File: config.mk
export PLATFORM = sky130hd
export DESIGN_NAME = sigdiv_seq
export DESIGN_NICKNAME = d
export VERILOG_FILES = /design/src/rtl/sigdiv_seq.sv
export SDC_FILE = /design/constraint.sdc
export NUM_CORES = 1
export LEC_CHECK = 0
export BUFFER_PORTS_ARGS = -buffer_cell sky130_fd_sc_hd__buf_2
export CORE_MARGIN = 4
export CORE_UTILIZATION = 43
export DETAILED_ROUTE_END_ITERATION = 7
export GPL_ROUTABILITY_DRIVEN = 0
export PLACE_DENSITY_LB_ADDON = 0.08
export SLEW_MARGIN = 15
export SYNTH_ARGS = -nofsm -noshare
export SYNTH_HDL_FRONTEND = slang
export SYNTH_SLANG_ARGS = --single-unit
export TNS_END_PERCENT = 10
File: constraint.sdc
create_clock -name clk -period 7.3 [get_ports clk]
set_input_delay 0.73 -clock clk [delete_from_list [all_inputs] [get_ports clk]]
set_output_delay 0.73 -clock clk [all_outputs]
set_load 0.02 [all_outputs]
File: src/rtl/sigdiv_seq.sv
`default_nettype none
// ============================================================================
// Module   : sigdiv_seq
// Purpose  : Iterative radix-2 restoring significand divider for the FP
//            divide path. Produces floor((a << (NSIG+2)) / b) one quotient
//            bit per clock, MSB first, plus a sticky bit for rounding and a
//            divide-by-zero flag. Start/busy/done handshake.
// Revision : 1.0  initial release
// ============================================================================
module sigdiv_seq #(
    parameter int NSIG = 10
) (
    input  logic            clk,
    input  logic            rst_n,
    input  logic            start,
    input  logic [NSIG:0]   a,
    input  logic [NSIG:0]   b,
    output logic            busy,
    output logic            done,
    output logic [NSIG+2:0] q,
    output logic            sticky,
    output logic            dz
);

    // Iteration count: one integer bit, NSIG fraction bits, guard, round.
    localparam int                c_CNT_W    = $clog2(NSIG + 4);
    localparam logic [c_CNT_W-1:0] c_CNT_INIT = c_CNT_W'(NSIG + 3);
    localparam logic [c_CNT_W-1:0] c_CNT_ONE  = c_CNT_W'(1);

    localparam logic [0:0] c_ST_IDLE = 1'b0;
    localparam logic [0:0] c_ST_DIV  = 1'b1;

    logic [0:0]        r_state;
    logic [NSIG+1:0]   r_rem;
    logic [NSIG:0]     r_b;
    logic [c_CNT_W-1:0] r_cnt;
    logic [NSIG+2:0]   r_q;
    logic              r_busy;
    logic              r_done;
    logic              r_sticky;
    logic              r_dz;

    logic [0:0]        w_state_nxt;
    logic [NSIG+1:0]   w_rem_nxt;
    logic [NSIG:0]     w_b_nxt;
    logic [c_CNT_W-1:0] w_cnt_nxt;
    logic [NSIG+2:0]   w_q_nxt;
    logic              w_busy_nxt;
    logic              w_done_nxt;
    logic              w_sticky_nxt;
    logic              w_dz_nxt;

    logic              w_ge;
    logic [NSIG+1:0]   w_diff;
    logic [NSIG+1:0]   w_rem_p;

    // Restoring step: subtract the divisor when it fits, keep remainder otherwise.
    always_comb begin
        w_ge    = (r_rem >= {1'b0, r_b});
        w_diff  = r_rem - {1'b0, r_b};
        w_rem_p = w_ge ? w_diff : r_rem;
    end

    // Next-state and datapath update; every register holds unless changed below.
    always_comb begin
        w_state_nxt  = r_state;
        w_rem_nxt    = r_rem;
        w_b_nxt      = r_b;
        w_cnt_nxt    = r_cnt;
        w_q_nxt      = r_q;
        w_busy_nxt   = r_busy;
        w_done_nxt   = 1'b0;
        w_sticky_nxt = r_sticky;
        w_dz_nxt     = r_dz;

        if (r_state == c_ST_IDLE) begin
            if (r_busy) begin
                // Busy while idle only happens for a zero divisor: report it now.
                w_busy_nxt   = 1'b0;
                w_done_nxt   = 1'b1;
                w_q_nxt      = '1;
                w_sticky_nxt = 1'b1;
                w_dz_nxt     = 1'b1;
            end else if (start) begin
                w_busy_nxt = 1'b1;
                w_q_nxt    = '0;
                w_dz_nxt   = 1'b0;
                if (b != '0) begin
                    w_b_nxt     = b;
                    w_rem_nxt   = {1'b0, a};
                    w_cnt_nxt   = c_CNT_INIT;
                    w_state_nxt = c_ST_DIV;
                end
            end
        end else begin
            // Remainder stays below 2b, so dropping the top bit on the shift is safe.
            w_rem_nxt = {w_rem_p[NSIG:0], 1'b0};
            w_q_nxt   = {r_q[NSIG+1:0], w_ge};
            w_cnt_nxt = r_cnt - c_CNT_ONE;
            if (r_cnt == c_CNT_ONE) begin
                w_state_nxt  = c_ST_IDLE;
                w_busy_nxt   = 1'b0;
                w_done_nxt   = 1'b1;
                w_sticky_nxt = (w_rem_p != '0);
            end
        end
    end

    // State and datapath registers; reset discards any operation in flight.
    always_ff @(posedge clk or negedge rst_n) begin
        if (!rst_n) begin
            r_state  <= c_ST_IDLE;
            r_rem    <= '0;
            r_b      <= '0;
            r_cnt    <= '0;
            r_q      <= '0;
            r_busy   <= 1'b0;
            r_done   <= 1'b0;
            r_sticky <= 1'b0;
            r_dz     <= 1'b0;
        end else begin
            r_state  <= w_state_nxt;
            r_rem    <= w_rem_nxt;
            r_b      <= w_b_nxt;
            r_cnt    <= w_cnt_nxt;
            r_q      <= w_q_nxt;
            r_busy   <= w_busy_nxt;
            r_done   <= w_done_nxt;
            r_sticky <= w_sticky_nxt;
            r_dz     <= w_dz_nxt;
        end
    end

    assign busy   = r_busy;
    assign done   = r_done;
    assign q      = r_q;
    assign sticky = r_sticky;
    assign dz     = r_dz;

endmodule
`default_nettype wire

==> results of run 1 <==
cell usage in the layout, fill, tap and decap left out, types with 7 or more instances in the layout:
cell / n
a211oi_1: 12
nor2_1: 14
ha_1: 13
o21ai_0: 28
a21oi_1: 36
mux2i_1: 7
buf_2: 41
inv_1: 17
dfrtp_1: 44
nor3_1: 7
nor2b_1: 9
nand2_1: 35
nand3_1: 7
kinds of logic after synthesis:
group / Yosys count
AO/OA/AOI/OAI: 105
AND/OR/NAND/NOR: 96
flip-flops: 45
buffers and inverters: 37
adder cells (fa/ha/maj): 14
multiplexers: 9
XOR/XNOR: 6
routing by layer:
layer	global-route usage	vias up	routed length, µm
met4	0.0371	0	48
met2	0.286	34	3090
met1	0.246	1065	3220
li1	-	1177	-
met3	0.0363	4	279
met5	0	-	0
state kept, by name, summed over array words and instances (netlist names):
| name | flops |
|---|---|
| done | 1 |
| r_rem | 12 |
| sticky | 1 |
| dz | 1 |
| q | 13 |
| r_b | 11 |
| r_cnt | 4 |
| r_state | 1 |
| busy | 1 |
stage by stage:
| step | hold slack [ns] | setup slack, ns |
|---|---|---|
| global placement | 0.488 | 4.46 |
| finish | 0.497 | 4.44 |
| floorplan | 0.434 | 4.73 |
| global route | 0.547 | 4.21 |
| detailed placement | 0.496 | 4.39 |
| CTS | 0.520 | 4.43 |
cell usage after synthesis (3+ instances only):
cell       n  area [µm²]
dfrtp_1   45        1130
a21oi_1   36         180
nand2_1   35         131
o21ai_0   28         140
inv_1     17        63.8
nor2_1    14        52.6
ha_1      13         163
a211oi_1  12        90.1
clkbuf_1  12        45.0
nor2b_1   10        62.6
mux2i_1    7        70.1
nand3_1    7        35.0
nor3_1     7        35.0
xnor2_1    6        52.6
buf_6      5        56.3
nand2b_1   5        31.3
a21o_1     4        30.0
a31oi_1    3        18.8
nor4_1     3        18.8
or3_1      3        18.8
path summary, 6_finish.rpt:
check | startpoint | cells after the start | slack, ns | endpoint
max | r_rem[0] | 10 | 4.44 | sticky
min | rst_n | 2 | 0.50 | r_rem[9]
max reg2reg | r_rem[0] | 10 | 4.44 | sticky
min reg2reg | q[11] | 2 | 0.52 | q[12]
max in group asynchronous | rst_n | 2 | 6.35 | r_state
min in group clk | q[11] | 2 | 0.52 | q[12]
worst max-delay path: cells and delay by family (launching register included):
kind	cells	cell delay, ns
AO/OA/AOI/OAI	5	1.04
AND/OR/NAND/NOR	2	0.61
buffers and inverters	1	0.06
adder cells (fa/ha/maj)	2	0.65
flip-flops	1	0.38
area by class of cell:
| class | instances | share of cell area |
|---|---|---|
| multi-input combinational | 230 | 0.482 |
| sequential | 45 | 0.362 |
| timing repair buffer | 45 | 0.0754 |
| tap | 77 | 0.0309 |
| clock buffer | 5 | 0.0221 |
| inverter | 17 | 0.0205 |
| clock inverter | 3 | 0.00803 |
==> impl_metrics.yaml, run 1 <==
run_status:
  status: "completed"
sta:
  fmax_mhz: 350
  finalMaxSlewViolations: 0
  fin_tns_setup_ns: 0
  fin_crit_sh: 0.392
  worst_clock_skew_ns: 0.00899
  hold_viol_final: 0
  rsz0062_at_grt: "false"
  setup_violations: 0
  worst-slew-pin-transition_ns: 0.679
  fin_crit_ns: 2.86
  max-slew-margin-rel: 0.546
die:
  rows: 29
  dieHeight_um: 88.7
  fp.dieW_um: 88.7
  ios: 42
  core_um2: 6350
  die_area_um2: 7860
  start_util: 0.441
yosys:
  ys_seq_elements: 45
  ys_types: 51
  syn_nets: 351
  synth_cells: 312
  synth_xor_area_frac: 0.0188
  synth_top_family_by_area: "compound AO/OA/AOI/OAI gates"
  async_reset_ff_frac: 1.00
  avgSynthCellArea_um2: 8.97
  mappedNetlistArea_um2: 2800
  ys_seq_area_frac: 0.402
  synth-edff-count: 0
  synthSimpleGateAreaFrac: 0.173
  synth-adder-area-share: 0.0653
  ys_warn_count: 0
  ys.flop_type: "dfrtp_1"
  synth-compound-area-share: 0.243
  muxShareOfSynthArea: 0.0331
global_route:
  grtUsageTotal: 0.177
  overflow: 0
  antenna_found_initial: 0
  grt_pass1_vias: 2161
  grt_max_degree: 64
  grt_pass1_wl_um: 10800
clock_network:
  clkTransAtPathRegs_ns: 0.10
  cts_root_buf: "clkbuf_8"
  cts_sinks: 45
  cts_tree: "done"
  post_cts_buffers: 0
  cts_inserted_buffers: 5
  worstSkewPairLatency_ns: 0.30
  htreeDepth: 2
  ctsLongestPathBuffers: 2
  postCtsHoldBufs: 0
  cts_resized: 0
place:
  place_inst: 414
  dpl-instance-area_um2: 3020
  dpl.hpwl_um: 4890
  portBuffers: 41
drt:
  route.final.wire_length_um: 6640
  vias: 2280
  drc_errors: 0
  wl_per_cell_um: 15.7
  drtPass1Iterations: 4
  drtAntennaViolNets: 0
  via_per_inst: 5.40
  drt_iter0_markers: 103
cells_and_area:
  regArea_um2: 1130
  layout-drive-gt1-share: 0.200
  synthToLayoutAreaGrowth_pct: 11.4
  utilization: 0.491
  layout.nets: 383
  multi_input_area_um2: 1500
  fin_area_um2: 3120
  stdcell_count: 422
  antenna_cells: 0
  n_fill_cell: 637
worst_setup_path:
  cp-start-kind: "flip-flop"
  crit_chain: "inv_1, ha_1, fa_1, nand2b_1, a21o_1, a211oi_1, or3_1, o2111ai_1, a221oi_2, a31oi_1"
  crit_required_ns: 7.48
  slowest_delay_ns: 0.41
  arrival_ns: 3.04
  cp_slowest_cell: "fa_1"
  worst-setup-path-type: "reg2reg"
  end_kind: "flip-flop"
  cp_max_fo: 9
hold_path:
  hp-class: "in2async"
job:
  drv_cap: 0
Power of run 1 is left out: the tool's default activity adds up to more than one toggle a clock period on the data nets, which glitch-free logic cannot reach.
==> run 2, diff against run 1 <==
clock period = 2.7 ns   (was 7.3 ns; I/O delays follow)
==> run 2 against run 1 <==
The flow now finishes with violations (negative hold slack); critical path depth is 2 lower; flip-flop and latch count unchanged; via count rose by 3.0%; hold slack got worse by 0.52 ns; cell area is 3.9% higher; cell count up 1.4%; clock skew grew 0.0040 ns; register-to-register slack got worse by 4.3 ns; non-clock buffer count is 6 higher; sequential share of layout area fell by 1.4 points; die area stayed put.
==> impl_metrics.yaml, run 2 (synthesized netlist as in run 1, its figures left out) <==
run_status:
  status: "finished, violations left"
  violations: "negative hold slack"
sta:
  fin_crit_ns: 2.60
  worst-slew-pin-transition_ns: 0.772
  whs_ns: -0.0179
  fin_crit_sh: 0.962
  hold_viol_final: 27
  setup_violations: 0
  finalMaxSlewViolations: 0
  worst_clock_skew_ns: 0.0130
  fmax_mhz: 385
  max-slew-margin-rel: 0.479
  fin_tns_setup_ns: 0
hold_path:
  hp-class: "in2async"
clock_network:
  cts_sinks: 45
  clkTransAtPathRegs_ns: 0.09
  post_cts_buffers: 0
  htreeDepth: 2
  ctsLongestPathBuffers: 2
  cts_tree: "done"
  worstSkewPairLatency_ns: 0.31
  cts_root_buf: "clkbuf_8"
  postCtsHoldBufs: 0
  cts_inserted_buffers: 5
cells_and_area:
  antenna_cells: 0
  layout-drive-gt1-share: 0.234
  layout_commonest_cell: "dfrtp_1"
  synthToLayoutAreaGrowth_pct: 15.8
  layout.nets: 389
  largest_register_ffs: 13
  final_cell_mix: "dfrtp_1, buf_2, a21oi_1"
drt:
  drtAntennaViolNets: 0
  wl_per_cell_um: 15.9
  vias: 2348
  drc_errors: 0
  route.final.wire_length_um: 6820
  drtPass1Iterations: 4
  drt_iter0_markers: 78
  via_per_inst: 5.49
job:
  drv_cap: 0
global_route:
  overflow: 0
  grt_pass1_vias: 2199
  antenna_found_initial: 0
  grtUsageTotal: 0.188
  grt_pass1_wl_um: 11300
  grt_max_degree: 35
die:
  core_um2: 6350
  fp.dieW_um: 88.7
  dieHeight_um: 88.7
  start_util: 0.441
  rows: 29
  die_area_um2: 7860
  ios: 42
worst_setup_path:
  worst-setup-path-type: "reg2reg"
  slowest_delay_ns: 0.44
  cp_num_buf_inv: 0
  cp_slowest_cell: "dfrtp_1"
  cp_max_fo: 7
  crit_required_ns: 2.88
  arrival_ns: 2.77
  r2r_slack_ns: 0.10
  cp-start-kind: "flip-flop"
  path_delay_family: "compound AO/OA/AOI/OAI gates"
  end_kind: "flip-flop"
  crit_chain: "ha_1, a21oi_2, nand2_1, or3_4, a2111oi_4, o2111ai_2, a221oi_2, a31oi_1"
place:
  dpl.hpwl_um: 4990
  portBuffers: 41
## run 2: cell count changes in the layout (fill, tap and decap cells not counted), sizes merged
cell and change:
inv -1, clkinv +1, buf +6, clkinvlp -1
bufinv +1
## run 2: what timing repair did
item	4_1_cts	5_1_grt
endpoints found under the setup margin	1	6
gates resized for setup	3	8
pin swaps	0	8
## run 2: layout make-up
| type | instances | area [µm²] |
|---|---|---|
| fill | 615 | 3110 |
| inverter | 17 | 63.8 |
| clock buffer | 5 | 68.8 |
| tap | 77 | 96.3 |
| timing repair buffer | 51 | 280 |
| sequential | 45 | 1130 |
| multi-input combinational | 230 | 1560 |
| clock inverter | 3 | 43.8 |
## run 2: metal layers
layer / track usage / vias up / wire, µm
met4: 0.0577 / 0 / 83
li1: - / 1194 / -
met1: 0.269 / 1112 / 3280
met5: 0 / - / 0
met3: 0.0363 / 7 / 286
met2: 0.289 / 35 / 3170
## run 2: worst paths after layout
| check | to | startpoint | depth (start not counted) |
|---|---|---|---|
| setup / recovery | sticky | r_rem[4] | 8 |
| hold reg to reg | q[12] | q[11] | 2 |
| max in group asynchronous | r_rem[5] | rst_n | 2 |
| hold / removal | r_b[6] | rst_n | 1 |
| min in group clk | r_b[10] | b[10] | 3 |
| setup reg to reg | sticky | r_rem[4] | 8 |
## run 2: stage by stage
stage / cells / utilization / worst slack (ns) / cell area, µm² / hold slack (ns)
3_3_place_gp: 420 / 0.483 / 0.0367 / 3070 / 0.351
3_5_place_dp: 420 / 0.483 / -0.0305 / 3070 / 0.349
2_1_floorplan: 312 / - / 0.125 / 2800 / -0.0256
4_1_cts: 428 / 0.504 / 0.0155 / 3200 / 0.00907
6_report: 428 / 0.510 / 0.103 / 3240 / -0.0179
5_1_grt: 428 / 0.510 / -0.00725 / 3240 / 0.0352
Power of run 2 is left out for the same reason.
==> run 3, diff against run 2 <==
ABC_AREA = 1   (was not set)
==> run 3 against run 2 <==
The run now ends clean; highest routed layer unchanged; count of clock-buffer cells in the layout increased by 2; maximum frequency increased by 7.2%; global-route usage increased by 0.61 points; largest cell class unchanged; utilization decreased by 0.82 points; sequential share of layout area increased by 0.33 points.
==> impl_metrics.yaml, run 3 <==
worst_setup_path:
  cp-start-kind: "flip-flop"
  crit_required_ns: 2.89
  worst-setup-path-type: "reg2reg"
  cp_max_fo: 15
  end_kind: "flip-flop"
  arrival_ns: 2.61
yosys:
  ys_seq_area_frac: 0.398
  avgSynthCellArea_um2: 7.35
  syn_nets: 424
  async_reset_ff_frac: 1.00
  netlist.top_cell.by_area: "dfrtp_1"
  synth_top_cell_area_share: 0.398
  yosysMostFrequentCell: "nand2_1"
  ys.flop_type: "dfrtp_1"
  synth_cells: 385
  ys_warn_count: 0
  synth_area_leaders: "dfrtp_1, nand2_1, inv_1, ha_1, o221ai_1"
  synth_commonest_cells: "nand2_1, inv_1, dfrtp_1, nor2_1, o21ai_0"
  mappedNetlistArea_um2: 2830
  ys_seq_elements: 45
  synth-edff-count: 0
  ys_types: 32
die:
  fp.dieW_um: 89.1
  die_area_um2: 7950
  dieHeight_um: 89.1
  rows: 29
  ios: 42
  core_um2: 6390
  start_util: 0.443
drt:
  drt_iter0_markers: 109
  vias: 2549
  wl_per_cell_um: 13.7
  via_per_inst: 5.07
  route.final.wire_length_um: 6880
  drtAntennaViolNets: 0
  drtPass1Iterations: 4
  drc_errors: 0
cells_and_area:
  n_fill_cell: 653
  antenna_cells: 0
  final_cell_mix: "nand2_1, inv_1, dfrtp_1"
  largest_register_ffs: 13
  synthToLayoutAreaGrowth_pct: 13.3
  layout.nets: 464
  layout-drive-gt1-share: 0.160
  layout_commonest_cell: "nand2_1"
global_route:
  met2_usage: 0.311
  grt_util_met1: 0.268
  grtUsageTotal: 0.194
  antenna_found_initial: 0
  grt_pass1_vias: 2540
  grt_max_degree: 46
  met3_usage: 0.0369
  grt_pass1_wl_um: 11900
  top_usage_layer: "met2"
  overflow: 0
place:
  portBuffers: 41
  dpl.hpwl_um: 5460
clock_network:
  cts_resized: 0
  worstSkewPairLatency_ns: 0.29
  cts_tree: "done"
  post_cts_buffers: 0
  ctsLongestPathBuffers: 2
  postCtsHoldBufs: 0
  htreeDepth: 2
  cts_inserted_buffers: 5
  clkTransAtPathRegs_ns: 0.08
  cts_sinks: 45
  cts_root_buf: "clkbuf_8"
sta:
  fin_crit_sh: 0.897
  max-slew-margin-rel: 0.348
  hold_viol_final: 0
  worst_clock_skew_ns: 0.00365
  rsz0062_at_grt: "false"
  fin_tns_setup_ns: 0
  fmax_mhz: 413
  worst-slew-pin-transition_ns: 0.979
  whs_ns: 0.129
  setup_violations: 0
  fin_crit_ns: 2.42
  finalMaxSlewViolations: 0
job:
  drv_cap: 0
run_status:
  status: "completed"
hold_path:
  hp-class: "in2async"
==> run 3: cell types whose count changed after synthesis, moves of 12 or more <==
cell      before  now
a211oi_1      12    0
a21oi_1       36    4
inv_1         17   73
nand2_1       35  116
o221ai_1       0   13
==> run 3: routing by layer <==
metal	share of wire	routed length, µm	vias to the layer above
li1	-	-	1310
met5	0	0	-
met3	0.041	285	11
met2	0.47	3200	51
met1	0.48	3280	1177
met4	0.016	107	0
==> run 3: cell type report <==
class                      count  area [µm²]  area share
tap                           77        96.3      0.0300
inverter                      74         278      0.0866
timing repair buffer          43         220      0.0687
multi-input combinational    256        1390       0.432
clock inverter                 1        5.00     0.00156
clock buffer                   7        96.3      0.0300
sequential                    45        1130       0.351
==> run 3: worst paths after layout <==
kind	start	to	slack [ns]	cells after the start
worst max register to register	r_rem[0]	sticky	0.28	17
max in group asynchronous	rst_n	r_rem[6]	1.96	1
worst min-delay path	rst_n	r_b[9]	0.13	1
worst min register to register	r_cnt[2]	r_cnt[2]	0.49	1
min in group clk	a[10]	r_rem[10]	0.19	3
worst max-delay path	r_rem[0]	sticky	0.28	17
==> run 3: cells by family (layout without fill, tap and decap cells) <==
kind of cell,after synthesis,in the layout,synth area share
AND/OR/NAND/NOR,184,184,0.288
buffers and inverters,84,125,0.114
AO/OA/AOI/OAI,55,55,0.127
flip-flops,45,45,0.398
adder cells (fa/ha/maj),14,14,0.0645
XOR/XNOR,3,3,0.00928
==> run 3: stage by stage <==
stage / cell area (µm²) / util / worst slack, ns / std cells
4_1_cts: 3210 / 0.502 / 0.276 / 503
3_3_place_gp: 3110 / 0.486 / 0.378 / 495
5_1_grt: 3210 / 0.502 / 0.0137 / 503
2_1_floorplan: 2830 / - / 0.584 / 385
6_report: 3210 / 0.502 / 0.278 / 503
3_5_place_dp: 3110 / 0.486 / 0.311 / 495
==> run 3: critical path: stages, from the launching register on <==
cell and delay (ns):
dfrtp_1 0.33, inv_1 0.06, ha_1 0.23, fa_1 0.42, inv_1 0.09, nand2_1 0.05
nand2_1 0.10, nand2_2 0.09, nand2_2 0.08, nand2_4 0.06, nand3_4 0.15, inv_1 0.16
nand2_1 0.08, nand2_1 0.06, nor2_1 0.12, nand3_1 0.09, nor2_1 0.09, nor2_1 0.04
Power of run 3 is left out for the same reason.
